`src/rtl/wbufifo_lvl_pkg.sv`:
```
// rtl/wbufifo_lvl_pkg.sv - shared defaults and level-flag helper for debug-bus codeword FIFOs
package wbufifo_lvl_pkg;

  localparam int DEF_BW     = 36;
  localparam int DEF_LGFLEN = 6;

  typedef struct packed {
    logic empty_n;
    logic full;
    logic afull;
    logic aempty;
  } lvl_flags_t;

  // Level flags for a given fill, so every flag is derived from the same next-fill value.
  function automatic lvl_flags_t calc_flags(input int fill, input int flen,
                                            input int afull, input int aempty);
    lvl_flags_t f;
    f.empty_n = (fill != 0);
    f.full    = (fill == flen);
    f.afull   = (fill >= afull);
    f.aempty  = (fill <= aempty);
    return f;
  endfunction

endpackage

```
`src/rtl/wbufifo_ram.sv`:
```
// rtl/wbufifo_ram.sv - simple dual-port storage, one write port, one registered read port
module wbufifo_ram #(
  parameter int BW     = 36,
  parameter int LGFLEN = 6
) (
  input  logic              i_clk,
  input  logic              i_we,
  input  logic [LGFLEN-1:0] i_waddr,
  input  logic [BW-1:0]     i_wdata,
  input  logic [LGFLEN-1:0] i_raddr,
  output logic [BW-1:0]     o_rdata
);

  localparam int FLEN = 1 << LGFLEN;

  logic [BW-1:0] mem [FLEN];

  // No reset so the array maps onto block RAM.
  always_ff @(posedge i_clk) begin
    if (i_we)
      mem[i_waddr] <= i_wdata;
    o_rdata <= mem[i_raddr];
  end

endmodule

```
`src/rtl/wbufifo_lvl.sv`:
```
// rtl/wbufifo_lvl.sv - first-word-fall-through codeword FIFO with fill level and sticky error flags
module wbufifo_lvl
  import wbufifo_lvl_pkg::*;
#(
  parameter int BW     = DEF_BW,
  parameter int LGFLEN = DEF_LGFLEN,
  parameter int AFULL  = 48,
  parameter int AEMPTY = 4
) (
  input  logic              i_clk,
  input  logic              i_rst_n,
  input  logic              i_flush,
  input  logic              i_wr,
  input  logic [BW-1:0]     i_data,
  input  logic              i_rd,
  output logic [BW-1:0]     o_data,
  output logic              o_empty_n,
  output logic              o_full,
  output logic [LGFLEN:0]   o_fill,
  output logic              o_afull,
  output logic              o_aempty,
  output logic              o_ovfl,
  output logic              o_unfl,
  input  logic              i_clr_err
);

  localparam int FLEN = 1 << LGFLEN;
  localparam int FW   = LGFLEN + 1;

  logic [LGFLEN-1:0] wr_ptr, rd_ptr, wr_ptr_nxt, rd_ptr_nxt;
  logic [FW-1:0]     fill_nxt;
  logic              wr_acc, rd_acc, wr_go, rd_go, byp_load;
  logic              ovfl_set, unfl_set;
  lvl_flags_t        flg_nxt;
  logic              byp_valid;
  logic [BW-1:0]     byp_data, ram_q;

  always_comb begin
    rd_acc     = i_rd && o_empty_n;
    wr_acc     = i_wr && (!o_full || rd_acc);
    rd_go      = rd_acc && !i_flush;
    wr_go      = wr_acc && !i_flush;
    ovfl_set   = i_wr && !wr_acc && !i_flush;
    unfl_set   = i_rd && !o_empty_n && !i_flush;
    // New word becomes the head directly when the RAM cannot have it ready in time.
    byp_load   = wr_go && (!o_empty_n || (o_fill == FW'(1) && rd_go));
    fill_nxt   = i_flush ? '0 : o_fill + FW'(wr_go) - FW'(rd_go);
    rd_ptr_nxt = i_flush ? '0 : rd_ptr + LGFLEN'(rd_go);
    wr_ptr_nxt = i_flush ? '0 : wr_ptr + LGFLEN'(wr_go);
    flg_nxt    = calc_flags(int'(fill_nxt), FLEN, AFULL, AEMPTY);
  end

  // Read address is the head after this edge, so the RAM output register tracks the head.
  wbufifo_ram #(.BW(BW), .LGFLEN(LGFLEN)) u_ram (
    .i_clk   (i_clk),
    .i_we    (wr_go),
    .i_waddr (wr_ptr),
    .i_wdata (i_data),
    .i_raddr (rd_ptr_nxt),
    .o_rdata (ram_q)
  );

  always_ff @(posedge i_clk or negedge i_rst_n) begin
    if (!i_rst_n) begin
      wr_ptr    <= '0;
      rd_ptr    <= '0;
      o_fill    <= '0;
      o_empty_n <= 1'b0;
      o_full    <= 1'b0;
      o_afull   <= 1'b0;
      o_aempty  <= 1'b1;
      o_ovfl    <= 1'b0;
      o_unfl    <= 1'b0;
      byp_valid <= 1'b1;
      byp_data  <= '0;
    end else begin
      wr_ptr    <= wr_ptr_nxt;
      rd_ptr    <= rd_ptr_nxt;
      o_fill    <= fill_nxt;
      o_empty_n <= flg_nxt.empty_n;
      o_full    <= flg_nxt.full;
      o_afull   <= flg_nxt.afull;
      o_aempty  <= flg_nxt.aempty;
      o_ovfl    <= (o_ovfl && !i_clr_err) || ovfl_set;
      o_unfl    <= (o_unfl && !i_clr_err) || unfl_set;
      if (byp_load) begin
        byp_valid <= 1'b1;
        byp_data  <= i_data;
      end else if (rd_go) begin
        byp_valid <= 1'b0;
      end
    end
  end

  assign o_data = byp_valid ? byp_data : ram_q;

endmodule

```
`config.mk`:
```
export PLATFORM = sky130hd
export DESIGN_NAME = wbufifo_lvl
export DESIGN_NICKNAME = d
export VERILOG_FILES = /design/src/rtl/wbufifo_lvl_pkg.sv /design/src/rtl/wbufifo_ram.sv /design/src/rtl/wbufifo_lvl.sv
export SDC_FILE = /design/constraint.sdc
export NUM_CORES = 2
export LEC_CHECK = 0
export BUFFER_PORTS_ARGS = -buffer_cell sky130_fd_sc_hd__buf_2
export CORE_ASPECT_RATIO = 2
export CORE_MARGIN = 5
export CORE_UTILIZATION = 68
export DETAILED_ROUTE_END_ITERATION = 12
export GPL_ROUTABILITY_DRIVEN = 0
export MAX_ROUTING_LAYER = met4
export PLACE_DENSITY = 0.85
export SLEW_MARGIN = 20
export SYNTH_ARGS = -nofsm -noshare
export SYNTH_HDL_FRONTEND = slang
export SYNTH_SLANG_ARGS = --single-unit
```
`constraint.sdc`:
```
create_clock -name i_clk -period 9.86 [get_ports i_clk]
set_clock_uncertainty 0.05 [all_clocks]
set_input_delay 1.972 -clock i_clk [delete_from_list [all_inputs] [get_ports i_clk]]
set_output_delay 1.972 -clock i_clk [all_outputs]
set_load 0.005 [all_outputs]
```
-- Yosys cells after proc, flatten, opt, wreduce, memory -nomap -nowiden
Memory sizes are Yosys's and may differ from the RTL's. A register that Yosys moved wholly into a read port is not among the register bits.
Index checks and enable logic that the tools add are counted.
- equality and inequality tests: 2
- reductions and logical operators: 23
- mux-type cells: 8
- order comparisons: 2
- add/subtract/negate cells: 4
- operator list (kind ; count):
    $mux W36 ; 1
    $add A6 B1 Y6 ; 2
    $logic_and A1 B1 Y1 ; 12
    $mux W6 ; 2
    $add A7 B1 Y7 ; 1
    $eq A7 B1 Y1 const B ; 1
    $eq A7 B7 Y1 const B ; 1
    $ge A7 B6 Y1 const B ; 1
    $le A7 B3 Y1 const B ; 1
    $mux W7 ; 1
    $reduce_bool A7 Y1 ; 1
    $sub A7 B1 Y7 ; 1
    $logic_not A1 Y1 ; 5
    $logic_or A1 B1 Y1 ; 4
    $mux W1 ; 4
    $reduce_bool A2 Y1 ; 1
- output and inout port bits: 49
- memory bits (writable): 2304
- logic and storage cells: 51
- register bits after elaboration: 62
- memories kept: 1
- memories (memory ; depth ; width ; read ports ; clocked after memory_dff ; write ports ; RTL line ; RTL):
    u_ram.mem ; 64 ; 36 ; 1 ; 1 ; 1 ; wbufifo_ram.sv:16 ; logic [BW-1:0] mem [FLEN];

-- Depth between registers and ports, before layout
- word-level depth: 8
- mapped depth: 16

-- Modules after synthesis
A second synthesis with hierarchy kept.
- cells, all modules: 4029
- area, all modules: 91099.9 µm²
- by module, submodules not included (module ; cells each ; sequential area each (µm²) ; instances ; area an instance (µm²)):
    wbufifo_ram ; 3780 ; 69907.0 ; 1 ; 87973.1
    wbufifo_lvl ; 249 ; 1554.0 ; 1 ; 3126.7

-- Worst setup path after synthesis
No wires, ideal clock.
- kind: input to register
- start point: input i_flush
- end point: register u_ram.o_rdata[27], read port of u_ram.mem
- cell stages on the path: 15
- path buffers: 5
- arrival: 4.574 ns
- path slack: 5.102 ns
- library setup time: 0.134 ns
- path through: buf_2 > buf_4 > nor2_1 > ha_1 > ha_1 > buf_4 > xor2_4 > buf_4 > buf_2 > mux2i_1 > a21oi_1 > o221ai_1 > o221ai_1 > a221oi_1 > nand4b_1
- longest elaborated chain between the ends: 4
- RTL lines (item ; RTL line ; RTL):
    start, declared ; wbufifo_lvl.sv:12 ; input logic i_flush,
    $logic_not A1 Y1 ; wbufifo_lvl.sv:41 ; rd_go = rd_acc && !i_flush;
    $logic_and A1 B1 Y1 ; wbufifo_lvl.sv:41 ;
    $add A6 B1 Y6 ; wbufifo_lvl.sv:48 ; rd_ptr_nxt = i_flush ? '0 : rd_ptr + LGFLEN'(rd_go);
    $mux W6 (*) ; wbufifo_lvl.sv:48 ;
    end, declared ; wbufifo_ram.sv:11 ; output logic [BW-1:0] o_rdata
Mark *: on every way between the ends. The rest lies on a longest branch, timed or not.
A chain may end at the register's enable or synchronous reset.

-- Worst setup path after layout
- start point: input i_flush
- end point: register u_ram.o_rdata[33], read port of u_ram.mem
Same word-level chain as after synthesis.

==> results_dict.tcl <==
set metrics [dict create \
    clockRootBuffer "clkbuf_16" \
    num_vias 59200 \
    io_pins 91 \
    powerDensity_nw_per_um2 208 \
    cts_max_level 4 \
    yosysUniqueCellTypes 82 \
    violations "design-rule violations" \
    min_to "byp_data[1]" \
    globalRoute.totalOverflow 0 \
    cts.sink_count 2402 \
    cp-start-kind "input port" \
    worst_pin_slew_ns 1.24 \
    leakage_nw 32.0 \
    met2_wirelength_um 133000 \
    arrival_ns 7.11 \
    intPower_mw 16.2 \
    chipWidth_um 272 \
    clk_latency_ns 0.83 \
    nNetsFinal 5746 \
    synth_top_area_frac 0.740 \
    synth_nets 5707 \
    post-route-drc-count 2 \
    fillers 6857 \
    rsz0062_at_grt "no" \
    ys_seq_area_frac 0.764 \
    power_frac_seq 0.539 \
    worst_setup_path_end_kind "flip-flop" \
    holdCritPathClass "flip-flop to flip-flop" \
    setup_viol 0 \
    synth_ff_type "edfxtp_1" \
    dp_slack_ns 2.92 \
    slew_violations 0 \
    initial_core_util 0.684 \
    grt.total_usage 0.385 \
    drtIter0Drc 11200 \
    first_global_vias 59100 \
    setup_ws_ns 3.41 \
    cts_resized 0 \
    hold_buffers 0 \
    drive_above_1_share 0.150 \
    wl_met1_um 77500 \
    critPathKind "input port to flip-flop" \
    relSlewSlack 0.171 \
    cts_made_buffers 186 \
    r2r_slack_ns 4.43 \
    die_y_um 534 \
    first_pass_iters 12 \
    required_ns 10.52 \
    rr_startpoint "o_empty_n" \
    min_from "byp_data[1]" \
    ys_top_cells_by_area "edfxtp_1 74%, mux4_2 3.5%, nand2_1 2.4%, mux2i_1 2.3%, o221ai_1 1.8%" \
    netlist_instances 5651 \
    p_sw_mw 5.07 \
    fmax_mhz 155 \
    power_frac_comb 0.109 \
    cts_setup_buffers 0 \
    rr_worst_depth 11 \
    grt_max_degree 153 \
    wl_um 276000 \
    fin_crit_ns 6.45 \
    rows 192 \
    routedWlPerCell_um 36.4 \
    yosysWarnings 0 \
    hpwl_um 151000 \
    cap_violations 0 \
    cts_tree "done" \
    syn2layout_area_growth_pct 9.32 \
    synth_async_sr_flop_share 0.0258 \
    hold_violations 0 \
    setup-tns-final_ns 0 \
    clk_pin_slew_worst_paths_ns 0.07 \
    synth_top_area_cell "edfxtp_1" \
    peakVddDrop_v 0.000188 \
    grt_pass1_wl_um 394000 \
    wl_met3_um 39600 \
    port-buffer-count 90 \
    switching_share 0.238 \
    clock_path_buffers 4 \
    ant_nets 0 \
    min_path_cells 1 \
    syn_area_per_cell_sq_um 16.5 \
    design.die.area_sq_um 145000 \
    synth_area_sq_um 93500 \
    ys_ff_latch 2402 \
    post-route-period-util 0.655 \
    crit_fanout 54 \
    yosysMostFrequentCell "edfxtp_1" \
    viasPerCell 7.80 \
    synth_edf_count 2304 \
    antenna_found_initial 14 \
    clkPwrFrac 0.353 \
    coreArea_sq_um 137000 \
    status "finished with violations" \
    synthTopCellsByCount "2304 x edfxtp_1, 590 x nand2_1, 247 x a21oi_1" \
    top_layer_used "met4" \
    r2r_end "u_ram.o_rdata[33]" \
]
==> state kept, by name, indices dropped and copies added (netlist names) <==
| register | cells |
|---|---|
| u_ram.mem | 2304 |
| byp_data | 36 |
| u_ram.o_rdata | 36 |
| o_fill | 7 |
| rd_ptr | 6 |
| wr_ptr | 6 |
| byp_valid | 1 |
| o_aempty | 1 |
| o_afull | 1 |
| o_empty_n | 1 |
| o_full | 1 |
| o_ovfl | 1 |
| o_unfl | 1 |
==> worst max-delay path, stage by stage <==
cell	delay, ns
buf_6	0.40
nor2_1	0.27
ha_4	0.66
buf_4	0.73
buf_4	0.66
buf_4	0.64
mux2_2	0.41
o21ai_0	0.28
a21oi_1	0.09
or4_1	0.52
a31o_2	0.27
==> worst max path at each step <==
stage	start	to	depth (start not counted)
floorplan	i_flush	u_ram.o_rdata[27]	15
global placement	i_flush	u_ram.o_rdata[33]	11
detailed placement	i_flush	u_ram.o_rdata[33]	11
CTS	i_flush	u_ram.o_rdata[33]	11
global route	i_flush	u_ram.o_rdata[33]	11
finish	i_flush	u_ram.o_rdata[33]	11
==> per-stage QoR <==
step                instance area, sq um   util  hold WS [ns]  total power, mW  cells
global route                      102000  0.748         0.471             21.8   7589
global placement                   96100  0.703         0.434             13.8   7245
detailed placement                 96200  0.704         0.441             13.9   7246
finish                            102000  0.748         0.456             21.3   7590
CTS                               102000  0.747         0.459             21.2   7573
floorplan                          93500      -         0.425             13.0   5651
==> cell usage in the layout (no fill, tap or decap), types with 24 or more instances in the layout <==
cell and instances:
nor2_4 65, mux4_2 145, nor3_1 118, o22ai_1 174, dfrtp_1 60, clkbuf_1 35
mux2_2 117, a311oi_1 45, dfxtp_1 36, edfxtp_1 2304, o2111ai_1 24, a31oi_1 54
nand3_1 160, mux2i_1 218, buf_4 160, and3_1 41, buf_2 76, o211ai_1 49
clkinv_1 28, a211oi_1 52, o21ai_0 186, a21oi_1 247, nand2_1 588, nor2_1 77
clkbuf_16 189, o221ai_1 197, clkinv_2 32
==> final cells by class <==
type	count	area, sq um	share of cell area
clock inverter	90	881	0.00862
tap	1746	2180	0.0214
antenna	15	37.5	0.000367
multi-input combinational	2830	20700	0.202
clock buffer	237	5040	0.0493
sequential	2402	71500	0.699
inverter	23	110	0.00108
timing repair buffer	247	1790	0.0175
==> kinds of logic (layout without fill, tap and decap cells) <==
family,Yosys count,after routing,share of synthesized area
xor gates and xnor gates,12,12,0.00153
other,0,15,0
muxes,482,482,0.0728
AOI/OAI and AO/OA,1167,1167,0.0844
DFF,2402,2402,0.764
buffers and inverters,419,597,0.0205
and+or+nand+nor,1155,1155,0.0545
adders and majority gates,14,14,0.00195
==> power by group through the flow <==
stage | clock network (mW) | logic (mW) | registers [mW]
final | 7.51 | 2.31 | 11.5
after global routing | 7.94 | 2.40 | 11.5
after CTS | 7.47 | 2.24 | 11.5
after detailed placement | 0 | 2.20 | 11.7
after global placement | 0 | 2.12 | 11.7
after floorplan | 0 | 1.42 | 11.6
==> routing by layer <==
metal | up-vias | global-route usage
li1 | 22600 | -
met4 | 0 | 0.265
met2 | 6598 | 0.610
met3 | 1712 | 0.0892
met1 | 28300 | 0.437
met5 | - | -
Power figures use the tool's default switching activity.
